## src/rtl/condicionador_entradas.sv

```systemverilog
// condicionador_entradas: conditions the raw button inputs of a menu panel.
// Each raw bit goes through a 2-FF synchronizer. The vertical pair, the horizontal
// pair and the confirm button are then debounced as separate channels. The block
// emits one-cycle step pulses for each axis and for the confirm button.
// Optional feature: define AUTOREPEAT_EN to add the per-axis hold-to-repeat FSMs.
module condicionador_entradas #(
    parameter int unsigned DEBOUNCE_CYCLES = 500000,
    parameter int unsigned REPEAT_DELAY    = 25000000,
    parameter int unsigned REPEAT_PERIOD   = 10000000
) (
    input  logic       clock,
    input  logic       reset,
    input  logic [1:0] controle_vertical,
    input  logic [1:0] controle_horizontal,
    input  logic       confirma,
    output logic [1:0] vertical_estavel,
    output logic [1:0] horizontal_estavel,
    output logic       pulso_vertical,
    output logic       pulso_horizontal,
    output logic       confirma_pulso,
    output logic [3:0] db_estado
);
    localparam int unsigned CW = $clog2(DEBOUNCE_CYCLES + 1);

    // Channel index: 0 = vertical, 1 = horizontal, 2 = confirm (value in bit 0).
    logic [4:0]         sync1_q, sync2_q, prev_q;
    logic [2:0][1:0]    samp, samp_prev;
    logic [2:0][1:0]    deb_q, deb_d;
    logic [2:0][CW-1:0] cnt_q, cnt_d;
    logic [1:0]         ini;
    logic [1:0]         rep;
    logic               conf_ev;
    logic               pv_q, ph_q, pc_q;

    // A debounced 11 on a button pair is treated as neutral.
    function automatic logic [1:0] nivel(input logic [1:0] v);
        return (v == 2'b11) ? 2'b00 : v;
    endfunction

    assign samp      = {{1'b0, sync2_q[4]}, sync2_q[3:2], sync2_q[1:0]};
    assign samp_prev = {{1'b0, prev_q[4]},  prev_q[3:2],  prev_q[1:0]};

    // Two-flop synchronizer, plus the sample from the previous cycle
    always_ff @(posedge clock or negedge reset) begin
        if (!reset) begin
            sync1_q <= '0;
            sync2_q <= '0;
            prev_q  <= '0;
        end else begin
            sync1_q <= {confirma, controle_horizontal, controle_vertical};
            sync2_q <= sync1_q;
            prev_q  <= sync2_q;
        end
    end

    // Debounce: count a run of equal samples that differ from the stable value
    always_comb begin
        deb_d = deb_q;
        cnt_d = '0;
        for (int unsigned c = 0; c < 3; c++) begin
            if (samp[c] != deb_q[c]) begin
                // The count includes the current sample, so a run of N equal samples reads N.
                cnt_d[c] = (samp[c] != samp_prev[c]) ? CW'(1) : cnt_q[c] + CW'(1);
                if (cnt_d[c] == CW'(DEBOUNCE_CYCLES)) begin
                    deb_d[c] = samp[c];
                    cnt_d[c] = '0;
                end
            end
        end
    end

    // Debounced values and run counters
    always_ff @(posedge clock or negedge reset) begin
        if (!reset) begin
            deb_q <= '0;
            cnt_q <= '0;
        end else begin
            deb_q <= deb_d;
            cnt_q <= cnt_d;
        end
    end

    // Step events: an axis moves to a new non-neutral level, or confirm is pressed
    always_comb begin
        ini = '0;
        for (int unsigned a = 0; a < 2; a++) begin
            ini[a] = (nivel(deb_d[a]) != nivel(deb_q[a])) && (nivel(deb_d[a]) != 2'b00);
        end
        conf_ev = deb_d[2][0] & ~deb_q[2][0];
    end

`ifdef AUTOREPEAT_EN
    typedef enum logic [1:0] {
        IDLE   = 2'b00,
        DELAY  = 2'b01,
        REPEAT = 2'b10
    } rep_state_e;

    localparam int unsigned RMAX = (REPEAT_DELAY > REPEAT_PERIOD) ? REPEAT_DELAY : REPEAT_PERIOD;
    localparam int unsigned RW   = $clog2(RMAX);

    rep_state_e      st_q [2];
    rep_state_e      st_d [2];
    logic [RW-1:0]   rcnt_q [2];
    logic [RW-1:0]   rcnt_d [2];
    logic [1:0]      rep_raw;
    logic [1:0]      ini_next;
    logic [2:0][1:0] samp_next;

    assign samp_next = {{1'b0, sync1_q[4]}, sync1_q[3:2], sync1_q[1:0]};

    // A new direction that will be accepted on the next edge is already visible one
    // stage earlier in the synchronizer. A repeat pulse in this cycle is dropped so
    // that it is not immediately followed by the reversal pulse.
    always_comb begin
        ini_next = '0;
        for (int unsigned a = 0; a < 2; a++) begin
            ini_next[a] = (cnt_d[a] == CW'(DEBOUNCE_CYCLES - 1)) &&
                          (samp_next[a] == samp[a]) &&
                          (nivel(samp[a]) != 2'b00) &&
                          (nivel(samp[a]) != nivel(deb_q[a]));
        end
    end

    // Repeat FSM state register
    always_ff @(posedge clock or negedge reset) begin
        if (!reset) begin
            for (int unsigned a = 0; a < 2; a++) begin
                st_q[a]   <= IDLE;
                rcnt_q[a] <= '0;
            end
        end else begin
            for (int unsigned a = 0; a < 2; a++) begin
                st_q[a]   <= st_d[a];
                rcnt_q[a] <= rcnt_d[a];
            end
        end
    end

    // Repeat FSM next state: initial pulse, wait REPEAT_DELAY, then every REPEAT_PERIOD
    always_comb begin
        rep_raw = '0;
        for (int unsigned a = 0; a < 2; a++) begin
            st_d[a]   = st_q[a];
            rcnt_d[a] = rcnt_q[a] + RW'(1);
            if (nivel(deb_d[a]) == 2'b00) begin
                st_d[a]   = IDLE;
                rcnt_d[a] = '0;
            end else if (ini[a]) begin
                st_d[a]   = DELAY;
                rcnt_d[a] = '0;
            end else begin
                case (st_q[a])
                    DELAY: begin
                        if (rcnt_q[a] == RW'(REPEAT_DELAY - 1)) begin
                            rep_raw[a] = 1'b1;
                            st_d[a]    = REPEAT;
                            rcnt_d[a]  = '0;
                        end
                    end
                    REPEAT: begin
                        if (rcnt_q[a] == RW'(REPEAT_PERIOD - 1)) begin
                            rep_raw[a] = 1'b1;
                            rcnt_d[a]  = '0;
                        end
                    end
                    default: rcnt_d[a] = '0;
                endcase
            end
        end
    end

    // Repeat FSM outputs
    always_comb begin
        rep       = rep_raw & ~ini_next;
        db_estado = {st_q[0], st_q[1]};
    end
`else
    // Without autorepeat each axis pulses only on a change of level
    always_comb begin
        rep       = '0;
        db_estado = '0;
    end
`endif

    // Registered pulses, aligned with the change of the stable outputs
    always_ff @(posedge clock or negedge reset) begin
        if (!reset) begin
            pv_q <= 1'b0;
            ph_q <= 1'b0;
            pc_q <= 1'b0;
        end else begin
            pv_q <= ini[0] | rep[0];
            ph_q <= ini[1] | rep[1];
            pc_q <= conf_ev;
        end
    end

    assign vertical_estavel   = nivel(deb_q[0]);
    assign horizontal_estavel = nivel(deb_q[1]);
    assign pulso_vertical     = pv_q;
    assign pulso_horizontal   = ph_q;
    assign confirma_pulso     = pc_q;

endmodule

```

## config.mk

```make
export PLATFORM = sky130hd
export DESIGN_NAME = condicionador_entradas
export DESIGN_NICKNAME = d
export VERILOG_FILES = /design/src/rtl/condicionador_entradas.sv
export SDC_FILE = /design/constraint.sdc
export NUM_CORES = 1
export LEC_CHECK = 0
export BUFFER_PORTS_ARGS = -buffer_cell sky130_fd_sc_hd__buf_2
export CORE_MARGIN = 4
export CORE_UTILIZATION = 61
export DETAILED_ROUTE_END_ITERATION = 6
export HOLD_SLACK_MARGIN = 0.15
export PLACE_DENSITY = 0.79
export SLEW_MARGIN = 20
export SYNTH_ARGS = -nofsm -noshare
export SYNTH_HDL_FRONTEND = slang
export SYNTH_SLANG_ARGS = --single-unit
```

## constraint.sdc

```tcl
create_clock -name clock -period 8.9 [get_ports clock]
set_clock_uncertainty 0.15 [all_clocks]
set_input_delay 0.89 -clock clock [delete_from_list [all_inputs] [get_ports clock]]
set_output_delay 0.89 -clock clock [all_outputs]
set_load 0.03 [all_outputs]
```

==> results.py <==
metrics = {
    "outcome": {
        "status": "finished clean",
    },
    "floorplanning": {
        "rows": 30,
        "initial_utilization": 0.643,
        "die_h_um": 93.5,
        "die_x_um": 93.5,
        "fp.dieArea_um2": 8750,
        "ios": 18,
        "core-area_um2": 6940,
    },
    "critical_path": {
        "r2r_cells": 13,
        "crit_fanout": 7,
        "crit_type": "reg2reg",
        "path_cells": "ha_1 > nand2_1 > nor4_1 > mux2i_1 > a211oi_1 > nand4_1 > nor2_2 > mux2_2 > ha_1 > xor2_1 > a21oi_1 > nor2_1 > a311oi_1",
        "crit_arrival_ps": 3680,
        "required_ps": 9000,
        "r2r-start": "cnt_q[0]$_DFF_PN0_",
        "worstSetupStartpointType": "register",
        "cpMostUsedCell": "ha_1",
        "cpPeakStageDelay_ps": 470,
        "slowest_stage": "dfrtp_1",
        "rr_endpoint": "pulso_vertical$_DFF_PN0_",
        "r2r_setup_slack_ps": 5320,
        "cp-end-kind": "register",
    },
    "clocking": {
        "cts_tree": "done",
        "clock-root-buffer": "clkbuf_8",
        "cts_buffer_depth": 2,
        "path_clk_slew_ps": 80,
        "cts_sinks": 80,
        "htreeDepth": 3,
        "cts_setup_buffers": 0,
        "post_cts_resized": 0,
        "postCtsHoldBufs": 0,
        "insertion_delay_ps": 350,
        "cts-buffers-inserted": 9,
    },
    "min_path": {
        "hold_start": "sync1_q[3]$_DFF_PN0_",
        "hold_path_depth": 0,
        "hp-class": "reg2reg",
        "holdPathEnd": "sync2_q[3]$_DFF_PN0_",
    },
    "power": {
        "powerDensity_nw_per_um2": 145,
        "total_leakage_power_nw": 1.91,
        "power.total_mw": 0.688,
        "internal_power_mw": 0.532,
        "p_sw_mw": 0.156,
        "combPwrFrac": 0.054,
        "p_sw_frac": 0.227,
        "pwr-share-seq": 0.548,
        "clkPwrFrac": 0.398,
        "irDropWorstVdd_v": 0.000107,
    },
    "placement": {
        "dpl_cell_area_um2": 4550,
        "dp.cells": 563,
        "routabilityCongestion": 0.893,
        "io_buffers": 13,
        "dpl.hpwl_um": 5620,
    },
    "detailed_routing": {
        "num_vias": 3327,
        "remaining_drc_errors": 0,
        "wl_per_cell_um": 14.2,
        "drt_iter0_drc": 161,
        "drtPass1Iterations": 4,
        "wl_um": 8220,
        "ant_nets": 0,
        "viasPerCell": 5.76,
    },
    "finish": {
        "regArea_um2": 2000,
        "multi_input_area_um2": 2290,
        "fill_cells": 556,
        "diodes": 0,
        "design_area_um2": 4760,
        "layout-drive-gt1-share": 0.0851,
        "final_nets": 492,
        "syn_to_final_growth_pct": 6.59,
        "final_cells": 578,
    },
    "synthesis": {
        "synth_warnings": 0,
        "synth_commonest_cells": "80 x dfrtp_1, 73 x nor2_1, 35 x xnor2_1",
        "synth_seq_cells": 80,
        "syn_area_um2": 4460,
        "ys_seq_area_frac": 0.449,
        "synth_edf_count": 0,
        "synth_area_leaders": "dfrtp_1 45%, xnor2_1 6.9%, nor2_1 6.1%, xor2_1 5.7%, nand3_1 3.1%",
        "synthArstFlopShare": 1.00,
        "yosys.area.top_type_share": 0.449,
        "yosys.area.top_type": "dfrtp_1",
        "synth_top_flop_cell": "dfrtp_1",
        "syn-instance-count": 474,
        "post-synth-top-count-cell": "dfrtp_1",
        "avgSynthCellArea_um2": 9.41,
        "synth.distinct_cells": 58,
    },
    "sta": {
        "hold_viol": 0,
        "finalCritPeriodShare": 0.402,
        "max_freq_mhz": 280,
        "rsz0062_at_grt": "no",
        "worst_pin_slew_ps": 699,
        "fin_crit_ps": 3580,
        "tns_ps": 0,
        "setup-violations-final": 0,
        "fin_hold_ws_ps": 200,
        "slew_viol_final": 0,
        "slew_headroom": 0.534,
    },
    "grt": {
        "grt-ovfl-total": 0,
        "grt.total_usage": 0.208,
        "antenna_found_initial": 0,
        "grt_pass1_vias": 3249,
        "grt_start_max_net_pins": 81,
        "grt_pass1_wl_um": 14600,
    },
    "job": {
        "cap_violations": 0,
    },
}
==> through the flow <==
| step | worst slack [ps] | util |
|---|---|---|
| after floorplan | 5670 | - |
| after global placement | 5360 | 0.655 |
| after detailed placement | 5380 | 0.655 |
| after CTS | 5350 | 0.684 |
| after global routing | 4940 | 0.685 |
| final | 5320 | 0.685 |
==> worst max-delay path by stage <==
stage / start / endpoint / slack [ps] / cells past startpoint
after global routing: cnt_q[0]$_DFF_PN0_ / pulso_vertical$_DFF_PN0_ / 4940 / 13
after global placement: cnt_q[0]$_DFF_PN0_ / pulso_vertical$_DFF_PN0_ / 5360 / 13
after floorplan: cnt_q[0]$_DFF_PN0_ / pulso_vertical$_DFF_PN0_ / 5670 / 13
after detailed placement: cnt_q[0]$_DFF_PN0_ / pulso_vertical$_DFF_PN0_ / 5380 / 13
final: cnt_q[0]$_DFF_PN0_ / pulso_vertical$_DFF_PN0_ / 5320 / 13
after CTS: cnt_q[0]$_DFF_PN0_ / pulso_vertical$_DFF_PN0_ / 5350 / 13
==> state kept, by name (all words and copies together) (netlist names) <==
register	flops
cnt_q	57
deb_q	5
prev_q	5
sync1_q	5
sync2_q	5
confirma_pulso	1
pulso_horizontal	1
pulso_vertical	1
==> metal layers <==
layer | GRT usage | part of all wire | wire length [um]
met1 | 0.269 | 0.46 | 3810
met5 | 0 | 0 | 0
met2 | 0.341 | 0.48 | 3970
met4 | 0.0855 | 0.017 | 136
met3 | 0.0418 | 0.038 | 309
==> cells by family after synthesis <==
group	after synthesis	share of synthesized area
AND/OR/NAND/NOR	228	0.270
flip-flops	80	0.449
XOR/XNOR	64	0.126
AO/OA/AOI/OAI	43	0.0667
buffers and inverters	39	0.0401
multiplexers	12	0.0280
adder cells (fa/ha/maj)	7	0.0196
other	1	0.000840
==> power groups by stage <==
stage	sequential (mW)	clock [mW]	combinational (mW)
floorplan	0.382	0	0.0261
global placement	0.383	0	0.0367
detailed placement	0.384	0	0.0376
CTS	0.377	0.285	0.0379
global route	0.378	0.300	0.0430
finish	0.377	0.274	0.0373
==> placed cells by master (no fill, tap or decap), types with 3 or more instances in the layout <==
cell	netlist	routed
nor3_1	10	10
mux2_2	4	4
xnor2_1	35	35
nand2b_1	3	3
inv_1	15	15
and3b_1	3	3
nor3b_1	7	7
o31a_1	3	3
xor2_1	29	29
nand2_1	25	25
nor4_1	15	15
nand3_1	28	28
nand4_1	21	21
and2_1	4	4
a211oi_1	3	3
ha_1	7	7
dfrtp_1	80	80
mux2i_1	8	8
or3_1	4	4
nor2b_1	11	11
buf_2	6	12
clkbuf_8	0	12
conb_1	1	4
o21ai_0	6	6
nand3b_1	4	4
nor2_1	73	73
a21oi_1	10	10
and3_1	5	5
==> final cells by class <==
class	count	share of cell area
sequential	80	0.421
timing repair buffer	14	0.0166
inverter	15	0.0118
tap	96	0.0253
multi-input combinational	358	0.482
clock buffer	13	0.0355
clock inverter	2	0.00789
==> critical path: cells and delay by family, from the launching register on <==
kind,cells,cell delay [ps]
adders and majority gates,2,520
and+or+nand+nor,5,1000
AOI/OAI and AO/OA,3,630
muxes,2,550
DFF,1,470
xor gates and xnor gates,1,150
(Power assumes the default switching activity.)
